$ cat src/rtl/serial_pkg.sv
`default_nettype none
// ============================================================================
//  Module      : serial_pkg
//  Description : Shared types, constants and the round-robin pick helper for
//                the serial transmit arbiter and its bit shifter.
//                Optional feature macro: TX_PARITY_EN (adds an odd parity bit).
//  Revision    : 1.0 - initial release
// ============================================================================
package serial_pkg;

    typedef enum logic [2:0] {
        IDLE   = 3'd0,
        START  = 3'd1,
        DATA   = 3'd2,
        PARITY = 3'd3,
        STOP   = 3'd4
    } tx_state_t;

    localparam logic START_BIT = 1'b0;
    localparam logic STOP_BIT  = 1'b1;
    localparam int   DATA_BITS = 8;

    // Widest request vector rr_pick accepts; callers zero-extend into it.
    localparam int   MAX_REQ   = 32;

    // First index i with req[i]=1, scanning upward from ptr and wrapping at n.
    // Returns ptr when nothing is requesting; callers qualify with |req.
    function automatic int unsigned rr_pick(input logic [MAX_REQ-1:0] req,
                                            input int unsigned        ptr,
                                            input int unsigned        n);
        int unsigned idx;
        logic        found;
        rr_pick = ptr;
        found   = 1'b0;
        for (int unsigned k = 0; k < MAX_REQ; k++) begin
            if (k < n) begin
                idx = (ptr + k) % n;
                if (!found && req[idx[4:0]]) begin
                    rr_pick = idx;
                    found   = 1'b1;
                end
            end
        end
    endfunction

endpackage
`default_nettype wire

$ cat src/rtl/serial_tx_shifter.sv
`default_nettype none
// ============================================================================
//  Module      : serial_tx_shifter
//  Description : Bit-level datapath of the serial transmitter. Holds the byte
//                shift register, the 3-bit data-bit counter, the per-bit cycle
//                counter and the registered tx line. Driven by the arbiter FSM
//                through a load strobe plus its current and next state.
//                With TX_PARITY_EN defined it also latches the odd parity bit.
//  Ports       : clk, rst       - clock, synchronous active-high reset
//                i_load         - capture i_byte at this edge (new frame)
//                i_byte         - byte to be framed
//                i_state        - FSM state for the current cycle
//                i_state_nxt    - FSM state for the next cycle (selects tx)
//                o_bit_end      - last cycle of the current serial bit
//                o_last_bit     - data bit 7 is on the line
//                o_tx           - registered serial output
//  Revision    : 1.0 - initial release
// ============================================================================
module serial_tx_shifter
    import serial_pkg::*;
#(
    parameter int BIT_CYCLES = 1
) (
    input  logic       clk,
    input  logic       rst,
    input  logic       i_load,
    input  logic [7:0] i_byte,
    input  tx_state_t  i_state,
    input  tx_state_t  i_state_nxt,
    output logic       o_bit_end,
    output logic       o_last_bit,
    output logic       o_tx
);

    localparam int c_CYC_W = $clog2(BIT_CYCLES + 1);

    logic [c_CYC_W-1:0] r_cyc;
    logic [2:0]         r_bit;
    logic [7:0]         r_sh;
    logic [7:0]         w_sh_nxt;
    logic               w_shift;
`ifdef TX_PARITY_EN
    logic               r_par;
`endif

    assign o_bit_end  = (r_cyc == c_CYC_W'(BIT_CYCLES - 1));
    assign o_last_bit = (r_bit == 3'(DATA_BITS - 1));
    assign w_shift    = (i_state == DATA) && o_bit_end;

    // Next shift-register contents; tx for a DATA cycle is taken from its LSB
    // so the line and the register advance on the same edge.
    always_comb begin
        w_sh_nxt = r_sh;
        if (i_load) begin
            w_sh_nxt = i_byte;
        end else if (w_shift) begin
            w_sh_nxt = {1'b0, r_sh[7:1]};
        end
    end

    always_ff @(posedge clk) begin
        if (rst) begin
            r_cyc <= '0;
            r_bit <= '0;
            r_sh  <= '0;
            o_tx  <= STOP_BIT;
`ifdef TX_PARITY_EN
            r_par <= 1'b0;
`endif
        end else begin
            // Counter restarts at every bit boundary so it never wraps mid-bit.
            if ((i_state == IDLE) || o_bit_end) begin
                r_cyc <= '0;
            end else begin
                r_cyc <= r_cyc + c_CYC_W'(1);
            end

            if (i_load) begin
                r_bit <= '0;
            end else if (w_shift) begin
                r_bit <= r_bit + 3'd1;
            end

            r_sh <= w_sh_nxt;

`ifdef TX_PARITY_EN
            if (i_load) begin
                r_par <= ~^i_byte;
            end
`endif

            case (i_state_nxt)
                START:   o_tx <= START_BIT;
                DATA:    o_tx <= w_sh_nxt[0];
`ifdef TX_PARITY_EN
                PARITY:  o_tx <= r_par;
`endif
                default: o_tx <= STOP_BIT;
            endcase
        end
    end

endmodule
`default_nettype wire

$ cat src/rtl/serial_tx_arbiter.sv
`default_nettype none
// ============================================================================
//  Module      : serial_tx_arbiter
//  Description : Round-robin arbiter sharing one serial tx line among N_REQ
//                byte requesters. Each granted byte is sent as start bit,
//                8 data bits LSB first, optional odd parity bit, stop bit.
//                Optional feature macro: TX_PARITY_EN (11-bit frames).
//  Ports       : clk    - clock
//                reset  - synchronous active-high reset
//                req    - [N_REQ] byte pending per requester
//                data   - [8*N_REQ] requester i byte on data[8i+7:8i]
//                grant  - [N_REQ] one-cycle one-hot capture pulse
//                owner  - index of the current/last frame owner
//                busy   - high for every cycle of a frame
//                tx     - registered serial line, idles high
//  Revision    : 1.0 - initial release
// ============================================================================
module serial_tx_arbiter
    import serial_pkg::*;
#(
    parameter int N_REQ      = 4,
    parameter int BIT_CYCLES = 1
) (
    input  logic                     clk,
    input  logic                     reset,
    input  logic [N_REQ-1:0]         req,
    input  logic [8*N_REQ-1:0]       data,
    output logic [N_REQ-1:0]         grant,
    output logic [$clog2(N_REQ)-1:0] owner,
    output logic                     busy,
    output logic                     tx
);

    localparam int c_OWNER_W = $clog2(N_REQ);

    tx_state_t              r_state;
    tx_state_t              w_state_nxt;
    logic [c_OWNER_W-1:0]   r_ptr;
    logic [c_OWNER_W-1:0]   w_winner;
    logic [MAX_REQ-1:0]     w_req_ext;
    logic [7:0]             w_byte;
    logic                   w_any_req;
    logic                   w_load;
    logic                   w_bit_end;
    logic                   w_last_bit;

    assign w_any_req = |req;
    assign w_req_ext = MAX_REQ'(req);
    assign w_winner  = c_OWNER_W'(rr_pick(w_req_ext, 32'(r_ptr), 32'(N_REQ)));

    // Capture happens from IDLE, or on the final stop-bit cycle so that a
    // waiting requester starts its frame with no idle bit in between.
    assign w_load = w_any_req &&
                    ((r_state == IDLE) || ((r_state == STOP) && w_bit_end));

    always_comb begin
        w_byte = '0;
        for (int i = 0; i < N_REQ; i++) begin
            if (w_winner == c_OWNER_W'(i)) begin
                w_byte = data[8*i +: 8];
            end
        end
    end

    always_comb begin
        w_state_nxt = r_state;
        case (r_state)
            IDLE: begin
                if (w_any_req) w_state_nxt = START;
            end
            START: begin
                if (w_bit_end) w_state_nxt = DATA;
            end
            DATA: begin
                if (w_bit_end && w_last_bit) begin
`ifdef TX_PARITY_EN
                    w_state_nxt = PARITY;
`else
                    w_state_nxt = STOP;
`endif
                end
            end
`ifdef TX_PARITY_EN
            PARITY: begin
                if (w_bit_end) w_state_nxt = STOP;
            end
`endif
            STOP: begin
                if (w_bit_end) w_state_nxt = w_any_req ? START : IDLE;
            end
            default: w_state_nxt = IDLE;
        endcase
    end

    always_ff @(posedge clk) begin
        if (reset) begin
            r_state <= IDLE;
            r_ptr   <= '0;
            grant   <= '0;
            owner   <= '0;
            busy    <= 1'b0;
        end else begin
            r_state <= w_state_nxt;
            grant   <= '0;
            if (w_load) begin
                grant <= N_REQ'(1) << w_winner;
                owner <= w_winner;
                busy  <= 1'b1;
                // Next scan starts just past the winner.
                r_ptr <= (w_winner == c_OWNER_W'(N_REQ - 1)) ?
                         '0 : (w_winner + c_OWNER_W'(1));
            end else if (w_state_nxt == IDLE) begin
                busy  <= 1'b0;
            end
        end
    end

    serial_tx_shifter #(
        .BIT_CYCLES (BIT_CYCLES)
    ) u_shifter (
        .clk         (clk),
        .rst         (reset),
        .i_load      (w_load),
        .i_byte      (w_byte),
        .i_state     (r_state),
        .i_state_nxt (w_state_nxt),
        .o_bit_end   (w_bit_end),
        .o_last_bit  (w_last_bit),
        .o_tx        (tx)
    );

endmodule
`default_nettype wire

$ cat config.mk
export PLATFORM = sky130hd
export DESIGN_NAME = serial_tx_arbiter
export DESIGN_NICKNAME = d
export VERILOG_FILES = /design/src/rtl/serial_pkg.sv /design/src/rtl/serial_tx_shifter.sv /design/src/rtl/serial_tx_arbiter.sv
export SDC_FILE = /design/constraint.sdc
export NUM_CORES = 1
export LEC_CHECK = 0
export ABC_AREA = 1
export BUFFER_PORTS_ARGS = -buffer_cell sky130_fd_sc_hd__buf_2
export CAP_MARGIN = 20
export CORE_ASPECT_RATIO = 1.2
export CORE_MARGIN = 3
export CORE_UTILIZATION = 35
export DETAILED_ROUTE_END_ITERATION = 10
export GPL_TIMING_DRIVEN = 0
export PLACE_DENSITY = 0.62
export SYNTH_ARGS = -nofsm -noshare
export SYNTH_HDL_FRONTEND = slang
export SYNTH_SLANG_ARGS = --single-unit
export TNS_END_PERCENT = 50
$ cat constraint.sdc
create_clock -name clk -period 2.6 [get_ports clk]
set_input_delay 0.26 -clock clk [delete_from_list [all_inputs] [get_ports clk]]
set_output_delay 0.26 -clock clk [all_outputs]
set_load 0.005 [all_outputs]
==> summary.txt, run 1 <==
Status
  • Status: finished clean

Layout
  • Fillers: 467
  • Layout Area Growth over Synthesis: 30.9%
  • Finished Cell Area: 2050 um2
  • Share of layout cells above drive strength 1: 32.8%
  • Register area: 505 um2
  • Most frequent cells in the layout: 84 x nand2_1, 46 x buf_2, 23 x dfxtp_1
  • Fin nets: 344
  • Most common cell after layout, fill and taps aside: nand2_1
  • Area of the multi-input gates: 1010 um2
  • Fin util: 47.8%
  • Ant diodes: 0

GRT
  • Met2 Track Usage GR: 26.1%
  • Vias in the first global route: 1486
  • Met3 Use GR: 2.40%
  • Total track usage: 14.6%
  • Met1 usage: 17.4%
  • Layer with the highest usage: met2
  • Global-route wire length before repair: 6240 um
  • GR Overflow Total: 0
  • Initial antenna violation count: 0
  • Largest net degree at the start of global routing: 15

Synth
  • Post-synth cell types: 30
  • Post-synthesis async set-or-reset flop share: 0%
  • Post-Syn Area: 1570 um2
  • Net Count, Synth: 292
  • Top-area cell type share of the netlist area: 31.9%
  • EDFF count, synth: 0
  • Dominant cell type by area after synthesis: dfxtp_1
  • Synthesis warning total: 0
  • Synth Register Bits: 25
  • Synth Area per Inst: 6.32 um2
  • Synth Instances: 248
  • Synth area leaders: dfxtp_1 32%, nand2_1 22%, nand3_1 7.3%
  • Post-synthesis sequential area ratio: 31.9%
  • Synth Flop Type: dfxtp_1

Pwr
  • Power Density: 1230 nW/um2
  • Leak pwr: 1.04 nW
  • VDD IR max: 0.442 mV

Worst setup path
  • CP startpoint: r_ptr[0]
  • Reg2Reg Depth: 17
  • Crit-path max FO: 8
  • Worst Setup EP: u_shifter.r_sh[6]
  • CP required: 2740 ps
  • Critical path class: reg -> reg
  • Crit. End Element: flip-flop
  • Slowest-stage cell, CP: dfxtp_4
  • Worst r2r src: r_ptr[0]
  • Cell chain of the critical path: inv_2 -> buf_6 -> nand2_1 -> nand2_1 -> o21ai_2 -> nand2_2 -> nor2_4 -> inv_2 -> nand2_2 -> nand2_2 -> inv_4 -> ha_4 -> clkinvlp_4 -> o21ai_2 -> o21ai_1 -> a22oi_1 -> a21oi_1
  • Crit path launch type: flip-flop
  • Worst r2r dst: u_shifter.r_sh[6]
  • CP Data Arrival Time: 2570 ps
  • Most frequent CP cell: nand2_2
  • Largest stage delay, worst path: 370 ps
  • Reg-to-reg slack, setup: 170 ps

STA
  • Max-slew violation count: 0
  • FMAX: 411 MHz
  • Final worst-path cycle share: 93.5%
  • Final hold slack: 300 ps
  • Final hold violations: 0
  • Fin crit period: 2430 ps
  • Worst Skew: 3.98 ps
  • PnR worst setup slack: 170 ps
  • Final setup viols: 0

Die
  • Core Area: 4290 um2
  • Initial Util: 36.5%
  • FP Rows: 26
  • Die width: 67.1 um
  • Die area: 5320 um2
  • Die Y: 79.3 um
  • Total I/O pin count: 46

Clocking
  • CTS Sinks: 25
  • TritonCTS clock tree: built
  • Clk Tree Root Cell: clkbuf_8
  • Worst skew pair latency: 270 ps
  • Num CTS Buffers: 3
  • Clk slew on worst S/H paths: 90 ps
  • CTS max path bufs: 2
  • H-tree Lvls: 1

Place
  • Post-DP Area: 1860 um2
  • Pre-CTS WS: -182 ps
  • Routability cong.: 0.833
  • Detailed placer's ending HPWL: 2910 um
  • I/O Buffers: 44

Detailed routing
  • Drt initial violations: 74
  • Routed WL: 3960 um
  • DR vias/cell: 4.70
  • Post-route DRC: 0
  • Drt first pass iters: 4
  • Avg WL per Cell: 11.2 um
  • Final ANT Viol Nets: 0
  • Vias: 1667

Run
  • Max Cap Violations: 0

Hold path
  • Class of the worst hold path: in -> reg
-- layer usage --
layer / vias up / wire length (um) / part of all wire, %
met3: 7 / 254 / 6.4
met2: 52 / 1900 / 48
met4: 0 / 49 / 1.2
met1: 714 / 1750 / 44
met5: - / 0 / 0
li1: 894 / - / -
-- worst min-delay path by stage --
stage | from | end | cells after the start
after floorplan | u_shifter.r_sh[6] | u_shifter.r_sh[6] | 2
after global routing | data[31] | u_shifter.r_sh[7] | 3
after CTS | data[31] | u_shifter.r_sh[7] | 3
after detailed placement | u_shifter.r_sh[7] | u_shifter.r_sh[7] | 2
after global placement | u_shifter.r_sh[7] | u_shifter.r_sh[7] | 2
final | data[31] | u_shifter.r_sh[7] | 3
-- state kept, by name (all words and copies together), names as in the netlist --
name             flops
grant                4
r_state              3
u_shifter.r_cyc      1
owner                2
busy                 1
r_ptr                2
u_shifter.r_sh       8
u_shifter.r_bit      3
u_shifter.o_tx       1
-- report_power, final --
group	internal, mW	total (mW)	switching [mW]	leakage (nW)
Combinational	0.724	1.76	1.04	0.812
Sequential	0.478	0.526	0.0479	0.206
Clock	0.107	0.227	0.120	0.0255
-- Yosys cell counts (2+ instances only) --
| library cell | n |
|---|---|
| nand2_1 | 90 |
| dfxtp_1 | 25 |
| a21oi_1 | 15 |
| nand2_2 | 6 |
| nor3_1 | 2 |
| inv_1 | 21 |
| ha_1 | 6 |
| clkbuf_1 | 4 |
| buf_2 | 2 |
| o211ai_1 | 6 |
| nor2_1 | 15 |
| o21ai_0 | 11 |
| nand2_4 | 2 |
| nand3_1 | 23 |
| buf_6 | 2 |
| o21ai_1 | 2 |
| inv_2 | 3 |
-- layout make-up --
class / instances / area share [%]
Multi-Input combinational cell: 189 / 49.5
Sequential cell: 25 / 24.6
Timing Repair Buffer: 49 / 12.4
Inverter: 26 / 5.30
Tap cell: 56 / 3.41
Buffer: 6 / 2.50
Clock buffer: 3 / 2.01
Clock inverter: 1 / 0.244
-- logic make-up after synthesis --
logic type | count (synthesis) | synth area share (%)
simple gates | 143 | 39.5
compound gates | 38 | 13.6
buf+inv | 34 | 9.42
flops | 25 | 31.9
fa+ha+maj | 6 | 4.79
xor+xnor | 1 | 0.559
other cells | 1 | 0.239
-- through the flow --
| stage | total power, mW | TNS, ps | cells |
|---|---|---|---|
| 6_report | 2.52 | 0 | 355 |
| 5_1_grt | 2.76 | -215 | 355 |
| 4_1_cts | 2.14 | 0 | 351 |
| 3_5_place_dp | 1.90 | -1180 | 348 |
| 3_3_place_gp | 1.89 | -1390 | 348 |
| 2_1_floorplan | 1.59 | 0 | 248 |
-- critical path, delay by kind of cell, from the launching register on --
family | cells | cell delay, ps
buffers and inverters | 5 | 540
AO/OA/AOI/OAI | 5 | 690
adder cells (fa/ha/maj) | 1 | 190
AND/OR/NAND/NOR | 6 | 490
flip-flops | 1 | 370
-- timing repair --
item,4_1_cts,5_1_grt
endpoints found under the setup margin,8,9
setup buffers,0,4
pin swaps,0,13
hold buffers,0,0
resized for setup,2,43
cloned,0,1
No activity file was read; power rests on OpenSTA's default activity.
==> run 2, diff against run 1 <==
--- a/config.mk
+++ b/config.mk
@@ -11,6 +11,7 @@
 export CORE_ASPECT_RATIO = 1.2
 export CORE_MARGIN = 3
 export CORE_UTILIZATION = 35
+export CTS_BUF_LIST = sky130_fd_sc_hd__clkbuf_4
 export DETAILED_ROUTE_END_ITERATION = 10
 export GPL_TIMING_DRIVEN = 0
 export PLACE_DENSITY = 0.62
==> summary.txt, run 2 (synthesis gave the netlist of run 1 again) <==
Status
  • Status: finished clean

STA
  • Final hold violations: 0 (unchanged)
  • Max-slew violation count: 0 (unchanged)
  • Setup_tns: 0 ps (unchanged)
  • Final worst-path cycle share: 92.0% (-1.5 points)
  • PnR worst setup slack: 208 ps (+38.3 ps)
  • FMAX: 418 MHz (+1.6%)
  • Final setup viols: 0 (unchanged)
  • Final hold slack: 241 ps (-59.2 ps)
  • Unrepaired setup endpoints after global routing: yes
  • Worst Skew: 4.03 ps (+0.0544 ps)
  • Fin crit period: 2390 ps (-38.3 ps)

Worst setup path
  • CP required: 2800 ps (+60 ps)
  • CP Data Arrival Time: 2590 ps (+20 ps)
  • Largest stage delay, worst path: 380 ps (about the same)
  • Worst r2r src: r_ptr[0]
  • Most frequent CP cell: nand2_2
  • CP startpoint: r_ptr[0]
  • Crit-path max FO: 10 (+2)
  • Crit. End Element: flip-flop
  • Worst Setup EP: u_shifter.r_sh[6]
  • Reg2Reg Depth: 18 (+1)
  • Critical path class: reg -> reg
  • Crit path launch type: flip-flop
  • Worst r2r dst: u_shifter.r_sh[6]
  • Slowest-stage cell, CP: dfxtp_4
  • Cell chain of the critical path: inv_2 -> buf_6 -> nand2_1 -> nand2_2 -> nand2_1 -> nand2_2 -> nand2_2 -> nor2_4 -> inv_2 -> nand2_1 -> nand2_2 -> inv_4 -> ha_4 -> clkinvlp_4 -> o21ai_1 -> o21ai_1 -> a22oi_1 -> a21oi_1
  • Reg-to-reg slack, setup: 210 ps (+40 ps)

Die
  • Core Area: 4290 um2 (unchanged)
  • Die width: 67.1 um (unchanged)
  • Initial Util: 36.5% (unchanged)
  • Total I/O pin count: 46 (unchanged)
  • Die Y: 79.3 um (unchanged)
  • FP Rows: 26 (unchanged)
  • Die area: 5320 um2 (unchanged)

Run
  • Max Cap Violations: 0 (unchanged)

Clocking
  • Num CTS Buffers: 3 (unchanged)
  • Post-cts hold buffer count: 0 (unchanged)
  • Clk slew on worst S/H paths: 130 ps (+40 ps)
  • TritonCTS clock tree: built
  • Worst skew pair latency: 320 ps (+50 ps)
  • H-tree Lvls: 1 (unchanged)
  • Clk Tree Root Cell: clkbuf_4
  • CTS Sinks: 25 (unchanged)
  • CTS max path bufs: 2 (unchanged)

GRT
  • Layer with the highest usage: met2
  • Met2 Track Usage GR: 25.8% (-0.29 points)
  • Vias in the first global route: 1473 (-0.87%)
  • Met1 usage: 17.2% (-0.17 points)
  • Met3 Use GR: 1.98% (-0.42 points)
  • Total track usage: 14.4% (-0.14 points)
  • Largest net degree at the start of global routing: 15 (unchanged)
  • GR Overflow Total: 0 (unchanged)
  • Global-route wire length before repair: 6180 um (-1.1%)
  • Initial antenna violation count: 0 (unchanged)

Detailed routing
  • Vias: 1639 (-1.7%)
  • Drt first pass iters: 4 (unchanged)
  • DR vias/cell: 4.63 (-1.4%)
  • Drt initial violations: 67 (-9.5%)
  • Post-route DRC: 0 (unchanged)
  • Final ANT Viol Nets: 0 (unchanged)
  • Avg WL per Cell: 10.6 um (-5.3%)
  • Routed WL: 3740 um (-5.6%)

Layout
  • Largest reg by FF count: u_shifter.r_sh
  • Share of layout cells above drive strength 1: 29.5% (-3.2 points)
  • Most frequent cells in the layout: 86 x nand2_1, 45 x buf_2, 23 x dfxtp_1
  • Layout Area Growth over Synthesis: 26.4%
  • Finished Cell Area: 1980 um2 (-3.4%)
  • Most common cell after layout, fill and taps aside: nand2_1
  • Fin nets: 343 (-0.29%)
  • Number of flip-flops in the largest register: 8 (unchanged)
  • Biggest registers after layout: u_shifter.r_sh: 8 flops, grant: 4 flops
  • Ant diodes: 0 (unchanged)

Hold path
  • Worst hold path stage count: 3 (unchanged)
  • Class of the worst hold path: in -> reg

Place
  • Post-DP Area: 1860 um2 (unchanged)
  • I/O Buffers: 44 (unchanged)
  • Pre-CTS WS: -182 ps (unchanged)
  • Routability cong.: 0.833 (unchanged)
  • Detailed placer's ending HPWL: 2910 um (unchanged)

Pwr
  • Power Density: 1180 nW/um2 (-4.0%)
  • Total power: 2.33 mW (-7.3%)
  • Leak pwr: 1.03 nW (-1.6%)
  • VDD IR max: 0.415 mV (-5.9%)
[run 2: repair_timing]
item | CTS | global route
resized for setup | 2 | 30
setup endpoints to repair | 8 | 9
buffers inserted | 0 | 4
gates cloned | 0 | 0
pin swaps | 0 | 6
[run 2: power breakdown]
group          switching, mW  leakage (nW)  internal, mW
Sequential            0.0461         0.206         0.478
Clock                  0.114        0.0177        0.0576
Combinational          0.960         0.804         0.678
[run 2: cell type report]
type | instances | area (um2)
clock buffer | 3 | 22.5
multi-input combinational | 189 | 972
sequential | 25 | 505
buffer | 6 | 47.5
tap | 56 | 70.1
timing repair buffer | 48 | 250
fill | 470 | 2310
inverter | 26 | 109
clock inverter | 1 | 5.00
[run 2: how the worst min path moves through the flow]
stage	startpoint	to	slack [ps]
after global placement	u_shifter.r_sh[7]	u_shifter.r_sh[7]	450
final	data[31]	u_shifter.r_sh[7]	240
after global routing	data[31]	u_shifter.r_sh[7]	250
after floorplan	u_shifter.r_sh[6]	u_shifter.r_sh[6]	450
after detailed placement	u_shifter.r_sh[7]	u_shifter.r_sh[7]	460
after CTS	data[31]	u_shifter.r_sh[7]	230
[run 2: metrics by stage]
stage / instances / util [%]
after floorplan: 248 / -
after global placement: 348 / 43.3
after detailed placement: 348 / 43.3
after CTS: 351 / 43.9
after global routing: 354 / 46.2
final: 354 / 46.2
[run 2: per-layer routing]
metal | wire [um] | up-vias
met5 | 0 | -
met4 | 47 | 0
met3 | 278 | 4
met2 | 1730 | 53
met1 | 1680 | 690
li1 | - | 892
[run 2: critical path: cells and delay by family, from the launching register on]
family | cells | cell delay (ps)
AND/OR/NAND/NOR | 8 | 660
AO/OA/AOI/OAI | 4 | 510
flip-flops | 1 | 380
buffers and inverters | 5 | 530
adder cells (fa/ha/maj) | 1 | 190
